$ cat src/rtl/pipe_stall_if.sv
// Stall/flush handshake between the pipeline request sources and the stall controller.
interface pipe_stall_if #(
  parameter int CNT_W = 16
);
  logic             hazard_i;
  logic             dmem_req_i;
  logic             dmem_ack_i;
  logic             branch_taken_i;
  logic             PCWrite_o;
  logic             IFIDWrite_o;
  logic             IFIDFlush_o;
  logic             IDEXBubble_o;
  logic             PipeFreeze_o;
  logic [1:0]       state_o;
  logic [CNT_W-1:0] stall_cnt_o;
  logic             timeout_o;

  // Request side: hazard detector, MEM responder, ID branch unit
  modport master (
    output hazard_i, dmem_req_i, dmem_ack_i, branch_taken_i,
    input  PCWrite_o, IFIDWrite_o, IFIDFlush_o, IDEXBubble_o, PipeFreeze_o,
    input  state_o, stall_cnt_o, timeout_o
  );

  // Controller side
  modport slave (
    input  hazard_i, dmem_req_i, dmem_ack_i, branch_taken_i,
    output PCWrite_o, IFIDWrite_o, IFIDFlush_o, IDEXBubble_o, PipeFreeze_o,
    output state_o, stall_cnt_o, timeout_o
  );
endinterface

$ cat src/rtl/pipe_stall_ctrl.sv
// Pipeline stall/flush controller: arbitrates memory wait, load-use stall and
// branch flush; Mealy outputs, registered state, stall counter and timeout flag.
module pipe_stall_ctrl #(
  parameter int CNT_W    = 16,
  parameter int MAX_WAIT = 64
) (
  input  logic         clk_i,
  input  logic         rst_i,
  pipe_stall_if.slave  bus
);

  typedef enum logic [1:0] {
    RUN        = 2'b00,
    LOAD_STALL = 2'b01,
    MEM_WAIT   = 2'b10
  } state_t;

  localparam logic [CNT_W-1:0] MAX_WAIT_C = CNT_W'(MAX_WAIT);

  state_t           state_q, state_d;
  logic [CNT_W-1:0] wait_cnt_q, wait_cnt_d;
  logic [CNT_W-1:0] stall_cnt_q, stall_cnt_d;
  logic             timeout_q, timeout_d;

  logic pc_wr, ifid_wr, ifid_fl, idex_bub, freeze;
  logic mem_wait;

  assign mem_wait = bus.dmem_req_i & ~bus.dmem_ack_i;

  // Next-state and Mealy output decode
  always_comb begin
    state_d    = state_q;
    wait_cnt_d = wait_cnt_q;
    pc_wr      = 1'b1;
    ifid_wr    = 1'b1;
    ifid_fl    = 1'b0;
    idex_bub   = 1'b0;
    freeze     = 1'b0;
    unique case (state_q)
      RUN: begin
        if (mem_wait) begin
          pc_wr      = 1'b0;
          ifid_wr    = 1'b0;
          freeze     = 1'b1;
          state_d    = MEM_WAIT;
          wait_cnt_d = CNT_W'(1);
        end else if (bus.hazard_i) begin
          pc_wr    = 1'b0;
          ifid_wr  = 1'b0;
          idex_bub = 1'b1;
          state_d  = LOAD_STALL;
        end else if (bus.branch_taken_i) begin
          ifid_fl = 1'b1;
        end
      end
      LOAD_STALL: begin
        // hazard_i is deliberately not looked at here: one bubble per load-use
        if (mem_wait) begin
          pc_wr      = 1'b0;
          ifid_wr    = 1'b0;
          freeze     = 1'b1;
          state_d    = MEM_WAIT;
          wait_cnt_d = CNT_W'(1);
        end else begin
          ifid_fl = bus.branch_taken_i;
          state_d = RUN;
        end
      end
      MEM_WAIT: begin
        if (!bus.dmem_ack_i) begin
          pc_wr   = 1'b0;
          ifid_wr = 1'b0;
          freeze  = 1'b1;
          if (wait_cnt_q != MAX_WAIT_C) wait_cnt_d = wait_cnt_q + CNT_W'(1);
        end else begin
          ifid_fl    = bus.branch_taken_i;
          state_d    = RUN;
          wait_cnt_d = '0;
        end
      end
      default: begin
        state_d    = RUN;
        wait_cnt_d = '0;
      end
    endcase
  end

  // Stall counter and sticky timeout next values
  always_comb begin
    stall_cnt_d = stall_cnt_q;
    if (!pc_wr && stall_cnt_q != '1) stall_cnt_d = stall_cnt_q + CNT_W'(1);
    timeout_d = timeout_q | (wait_cnt_d == MAX_WAIT_C);
  end

  // State, counter and flag registers
  always_ff @(posedge clk_i) begin
    if (rst_i) begin
      state_q     <= RUN;
      wait_cnt_q  <= '0;
      stall_cnt_q <= '0;
      timeout_q   <= 1'b0;
    end else begin
      state_q     <= state_d;
      wait_cnt_q  <= wait_cnt_d;
      stall_cnt_q <= stall_cnt_d;
      timeout_q   <= timeout_d;
    end
  end

  // Every output is forced low while reset is held
  always_comb begin
    bus.PCWrite_o    = pc_wr & ~rst_i;
    bus.IFIDWrite_o  = ifid_wr & ~rst_i;
    bus.IFIDFlush_o  = ifid_fl & ~rst_i;
    bus.IDEXBubble_o = idex_bub & ~rst_i;
    bus.PipeFreeze_o = freeze & ~rst_i;
    bus.state_o      = rst_i ? 2'b00 : state_q;
    bus.stall_cnt_o  = rst_i ? '0 : stall_cnt_q;
    bus.timeout_o    = timeout_q & ~rst_i;
  end

endmodule

$ cat src/flat_wrapper.sv
// flat-port wrapper written by rule: the top's interface ports become plain ports
module pipe_stall_ctrl_flat 
#(
  parameter int CNT_W    = 16,
  parameter int MAX_WAIT = 64
)
  (clk_i, rst_i, bus_hazard_i, bus_dmem_req_i, bus_dmem_ack_i, bus_branch_taken_i, bus_PCWrite_o, bus_IFIDWrite_o, bus_IFIDFlush_o, bus_IDEXBubble_o, bus_PipeFreeze_o, bus_state_o, bus_stall_cnt_o, bus_timeout_o);
  pipe_stall_if #(.CNT_W(CNT_W)) bus_i ();
  input  logic clk_i;
  input  logic rst_i;
  input wire logic [$bits(bus_i.hazard_i)-1:0] bus_hazard_i;
  input wire logic [$bits(bus_i.dmem_req_i)-1:0] bus_dmem_req_i;
  input wire logic [$bits(bus_i.dmem_ack_i)-1:0] bus_dmem_ack_i;
  input wire logic [$bits(bus_i.branch_taken_i)-1:0] bus_branch_taken_i;
  output wire logic [$bits(bus_i.PCWrite_o)-1:0] bus_PCWrite_o;
  output wire logic [$bits(bus_i.IFIDWrite_o)-1:0] bus_IFIDWrite_o;
  output wire logic [$bits(bus_i.IFIDFlush_o)-1:0] bus_IFIDFlush_o;
  output wire logic [$bits(bus_i.IDEXBubble_o)-1:0] bus_IDEXBubble_o;
  output wire logic [$bits(bus_i.PipeFreeze_o)-1:0] bus_PipeFreeze_o;
  output wire logic [$bits(bus_i.state_o)-1:0] bus_state_o;
  output wire logic [$bits(bus_i.stall_cnt_o)-1:0] bus_stall_cnt_o;
  output wire logic [$bits(bus_i.timeout_o)-1:0] bus_timeout_o;
  assign bus_i.hazard_i = bus_hazard_i;
  assign bus_i.dmem_req_i = bus_dmem_req_i;
  assign bus_i.dmem_ack_i = bus_dmem_ack_i;
  assign bus_i.branch_taken_i = bus_branch_taken_i;
  assign bus_PCWrite_o = bus_i.PCWrite_o;
  assign bus_IFIDWrite_o = bus_i.IFIDWrite_o;
  assign bus_IFIDFlush_o = bus_i.IFIDFlush_o;
  assign bus_IDEXBubble_o = bus_i.IDEXBubble_o;
  assign bus_PipeFreeze_o = bus_i.PipeFreeze_o;
  assign bus_state_o = bus_i.state_o;
  assign bus_stall_cnt_o = bus_i.stall_cnt_o;
  assign bus_timeout_o = bus_i.timeout_o;
  pipe_stall_ctrl #(.CNT_W(CNT_W), .MAX_WAIT(MAX_WAIT)) u_core (.clk_i(clk_i), .rst_i(rst_i), .bus(bus_i));
endmodule
$ cat config.mk
export PLATFORM = sky130hd
export DESIGN_NAME = pipe_stall_ctrl_flat
export DESIGN_NICKNAME = d
export VERILOG_FILES = /design/src/rtl/pipe_stall_if.sv /design/src/rtl/pipe_stall_ctrl.sv /design/src/flat_wrapper.sv
export SDC_FILE = /design/constraint.sdc
export NUM_CORES = 1
export LEC_CHECK = 0
export ABC_AREA = 1
export CAP_MARGIN = 20
export CORE_MARGIN = 5
export CORE_UTILIZATION = 31
export DETAILED_ROUTE_END_ITERATION = 10
export SYNTH_ARGS = -nofsm -noshare
export SYNTH_HDL_FRONTEND = slang
export SYNTH_SLANG_ARGS = --single-unit
$ cat constraint.sdc
create_clock -name clk_i -period 4.73 [get_ports clk_i]
set_input_delay 0.946 -clock clk_i [delete_from_list [all_inputs] [get_ports clk_i]]
set_output_delay 0.946 -clock clk_i [all_outputs]
set_load 0.01 [all_outputs]
==> results.md <==
Run status:
- The flow ran to the end, and the final reports show no timing, DRC or antenna violations.

Yosys:
- For this run, the leading register cell type out of synthesis is dfxtp_1.
- The synthesized-area fraction occupied by adder cells is 1.64%.
- Yosys mapped a number of flops with a built-in enable equal to 0.
- The share of Yosys cell area claimed by the top area cell type is between 30% and 40%.
- Multiplexer cells account for 0% of the synthesized area.
- The area share of xor/xnor cells in the synthesized design is between 2 and 2.5%.
- When the netlist entered floorplanning its net count stood at 384.
- The top cell type by total area after synthesis is dfxtp_1.
- For this run, the register share of the synthesized area comes to a little over 30%.
- After synthesis the cells add up to approximately 2300 µm².
- The average instance in the mapped netlist occupies ~6 µm².
- The largest family of logic cells by synthesized area is simple AND/OR/NAND/NOR gates.
- Yosys printed 0 warnings.
- The synthesized design contains 35 register bits.
- The share of the synthesized area in compound gates (AO/OA/AOI/OAI) is roughly 11%.
- The number of distinct standard cells referenced by the synthesized netlist is 34.
- The cell count after synthesis is 375.
- The share of synthesized cell area in and, or, nand and nor gates is between 40% and 50%.
- Ranked by total cell area, the synthesized netlist is headed by dfxtp_1 31%, nand2_1 13%, nor2_1 13%.
- For this run, asynchronously set or reset flops after synthesis account for 0%.

STA:
- Setup slack on the critical path of the routed design comes to 0.991 ns.
- The clock arrives with 0.00649 ns of skew.
- Setup violations remaining at the end of the flow were counted as 0.
- The total count of hold-check failures in the final report is 0.
- The worst path needs 3.74 ns of the cycle, external delays included.
- The aggregate negative setup slack is 0 ns.
- For the pin with the worst max-slew slack, the measured transition is slightly below 0.5 ns.
- Setup repair after global routing left no endpoint under its margin.
- The final number of max-transition violations is 0.
- Headroom to the max-slew limit came out at 67.2%.
- The share of the cycle needed by the critical path after routing is 79.1%.
- The highest clock rate is 267 MHz.

Placement:
- The number of port buffers is 29.
- Routability-driven placement finished with a final weighted congestion of 0.816.
- Once placement completed, the tool counted placed cells totaling 496.
- The area after detailed placement is 2660 µm².
- The worst setup slack before clock tree synthesis is between 1 and 1.5 ns.
- The post-detailed-placement half-perimeter wirelength is 4.33 mm.

Worst setup path:
- Data arrives at the worst endpoint at 2.79 ns.
- The kind of cell adding the most delay to the critical path is buffers and inverters.
- The most prevalent standard cell on the critical path is clkdlybuf4s50_1.
- Traced cell by cell, the critical path runs through clkdlybuf4s50_1, inv_1, nand2_1, nor3b_1, clkdlybuf4s50_1.
- On the worst path, the slowest cell contributes a delay of 0.57 ns.
- The critical path is of the in2out type.
- Along the worst path, the maximum fanout reaches 12.
- In this run the critical register-to-register path is launched from u_core.wait_cnt_q[0]$_SDFF_PP0_.
- The nature of the critical path startpoint is an input port.
- The critical path contains buffers and inverters numbering 3 combined.
- The standard cell with the maximum stage delay on the critical path is clkdlybuf4s50_1.
- The data required time at the worst endpoint is 3.78 ns.
- The capturing element type of the critical path is an output port.
- The worst setup path startpoint is rst_i.

Cells and area:
- The synthesis-to-finish area growth is 21.9%.
- The count of cells in the finished layout, fillers not included, comes to 504.
- After routing the design area is between 2000 and 3000 µm².
- In the final layout, the share of cells above drive strength 1 is 6.42%.
- 0 antenna diodes ended up in the layout.
- The number of nets in the finished design is 413.
- Fill cells in the final layout number 794.
- The area taken by flip-flops and latches is 701 µm².
- The area of the multi-input gates is 1310 µm².
- In the layout the commonest cells are 82 x nand2_1, 76 x nor2_1, 56 x inv_1.
- The most common library cell in the layout ignoring fill and taps is nand2_1.
- The final cell utilization of the core is between 30% and 40%.

Clock tree:
- The clock latency reported for the late side of the worst-skew pair is 0.29 ns.
- The root cell of the clock tree is clkbuf_8.
- After clock tree synthesis, the repair step resized 0 gates.
- The clock transition at the registers of the reported paths is 0.07 ns.
- The post-CTS setup repair buffer count is 0.
- The clock tree from TritonCTS is yes.
- The H-tree was split into 2 levels.
- The total CTS buffers is 5.
- The total number of clock tree sinks is 35.
- In this run the deepest clock path goes through 2 buffers.
- The number of buffers inserted by hold repair at cts is 0.

Floorplan:
- The total number of placement rows is 31.
- The top-level I/O count is 30.
- The die is 95.8 µm tall.
- For this configuration, the core starts out at a cell density of 31.6%.
- In this run the standard cell core region covers 7210 µm².
- Measured along the x axis, the die boundary spans ~96 µm.
- The die footprint is 9180 µm².

Routing:
- After detailed routing, the average wire length per cell comes to 11.5 µm.
- For this run, the detailed router's first-pass iteration total came to 4.
- The average via count per standard cell is 4.69.
- The count of vias placed by the detailed router is 2366.
- The iteration-0 DRC count of the detailed router is 145.
- After detailed routing, the number of remaining DRC violations is 0.
- The aggregate routed wire length is just under 6 mm.
- In this run the remaining antenna-violating nets after routing total 0.

Global route:
- The number of global-route vias before repair is between 2000 and 2500.
- The number of antenna violations at the first check in global routing came to 0.
- Global routing used 13.9% of the available tracks across all layers.
- The total overflow left after global routing is 0.
- The global-route wire length before repair is just over 10 mm.
- Entering global routing, the biggest net connects 39 pins.

Pwr:
- For this design the ratio of total power to cell area is approximately 240 nW/µm².
- VDD sags by at most 0.117 mV.
- For this design the static power due to leakage is 0.00105 µW.

Flow run:
- The max-cap violation count is 0.

Worst hold path:
- The worst min-delay path category is reg2reg.
- The startpoint of the worst hold path is u_core.stall_cnt_q[15]$_SDFFE_PP0P_.
==> cells in the mapped netlist, types with 2 or more instances <==
master and count:
nand2_2 3, buf_2 2, nor2_1 76, o21ai_1 3, nand2_1 82, nor3_1 10, nor2_4 2, ha_1 3
nand3_1 27, nor2_2 3, dfxtp_1 35, buf_4 2, a21oi_1 23, o21ai_0 12, nand4_1 5, clkbuf_1 4
nor3_4 2, nor4_1 5, inv_1 56, xor2_1 6
==> final timing paths <==
kind	endpoint	slack [ns]	cells after the start
max	bus_IFIDFlush_o	0.99	5
min	u_core.stall_cnt_q[15]$_SDFFE_PP0P_	0.48	2
max reg2reg	u_core.timeout_q$_SDFF_PP0_	2.96	13
min reg2reg	u_core.stall_cnt_q[15]$_SDFFE_PP0P_	0.48	2
==> routing by layer <==
metal | share of wire [%] | wire (µm) | vias to the layer above | GRT usage, %
met4 | 2.1 | 119 | 0 | 3.79
met3 | 5.8 | 333 | 13 | 3.60
met1 | 46 | 2690 | 1037 | 17.5
li1 | - | - | 1248 | -
met2 | 46 | 2650 | 68 | 23.5
met5 | 0 | 0 | - | 0
==> tightest hold or removal path, delay by kind of cell, from the launching register on <==
kind             cells  cell delay, ns
AND/OR/NAND/NOR      1            0.06
flip-flops           1            0.32
AO/OA/AOI/OAI        1            0.06
==> power breakdown <==
part,total (µW),internal (µW),switching [µW]
clock,285,171,114
combinational,67.5,25.1,42.4
sequential,304,299,4.92
==> area by class of cell <==
class | count | area share (%)
Clock buffer | 6 | 2.97
Clock inverter | 2 | 1.26
Inverter | 57 | 7.69
Multi-Input combinational cell | 273 | 47.2
Sequential cell | 35 | 25.2
Tap cell | 99 | 4.45
Timing Repair Buffer | 32 | 11.2
==> cells by family (layout without fill, tap and decap cells) <==
kind of cell               after synthesis  after routing
adders and majority gates                3              3
buffers and inverters                   67             97
AOI/OAI and AO/OA                       46             46
xor gates and xnor gates                 6              6
and+or+nand+nor                        218            218
DFF                                     35             35
==> state kept, by name (all words and copies together), names as in the netlist <==
signal	count
u_core.timeout_q	1
u_core.state_q	2
u_core.wait_cnt_q	16
u_core.stall_cnt_q	16
==> stage by stage <==
step | hold slack (ns) | power [µW]
finish | 0.483 | 656
CTS | 0.481 | 664
detailed placement | 0.466 | 379
global route | 0.508 | 687
global placement | 0.456 | 378
floorplan | 0.421 | 354
Note: power is estimated with default switching activity, not from simulation.
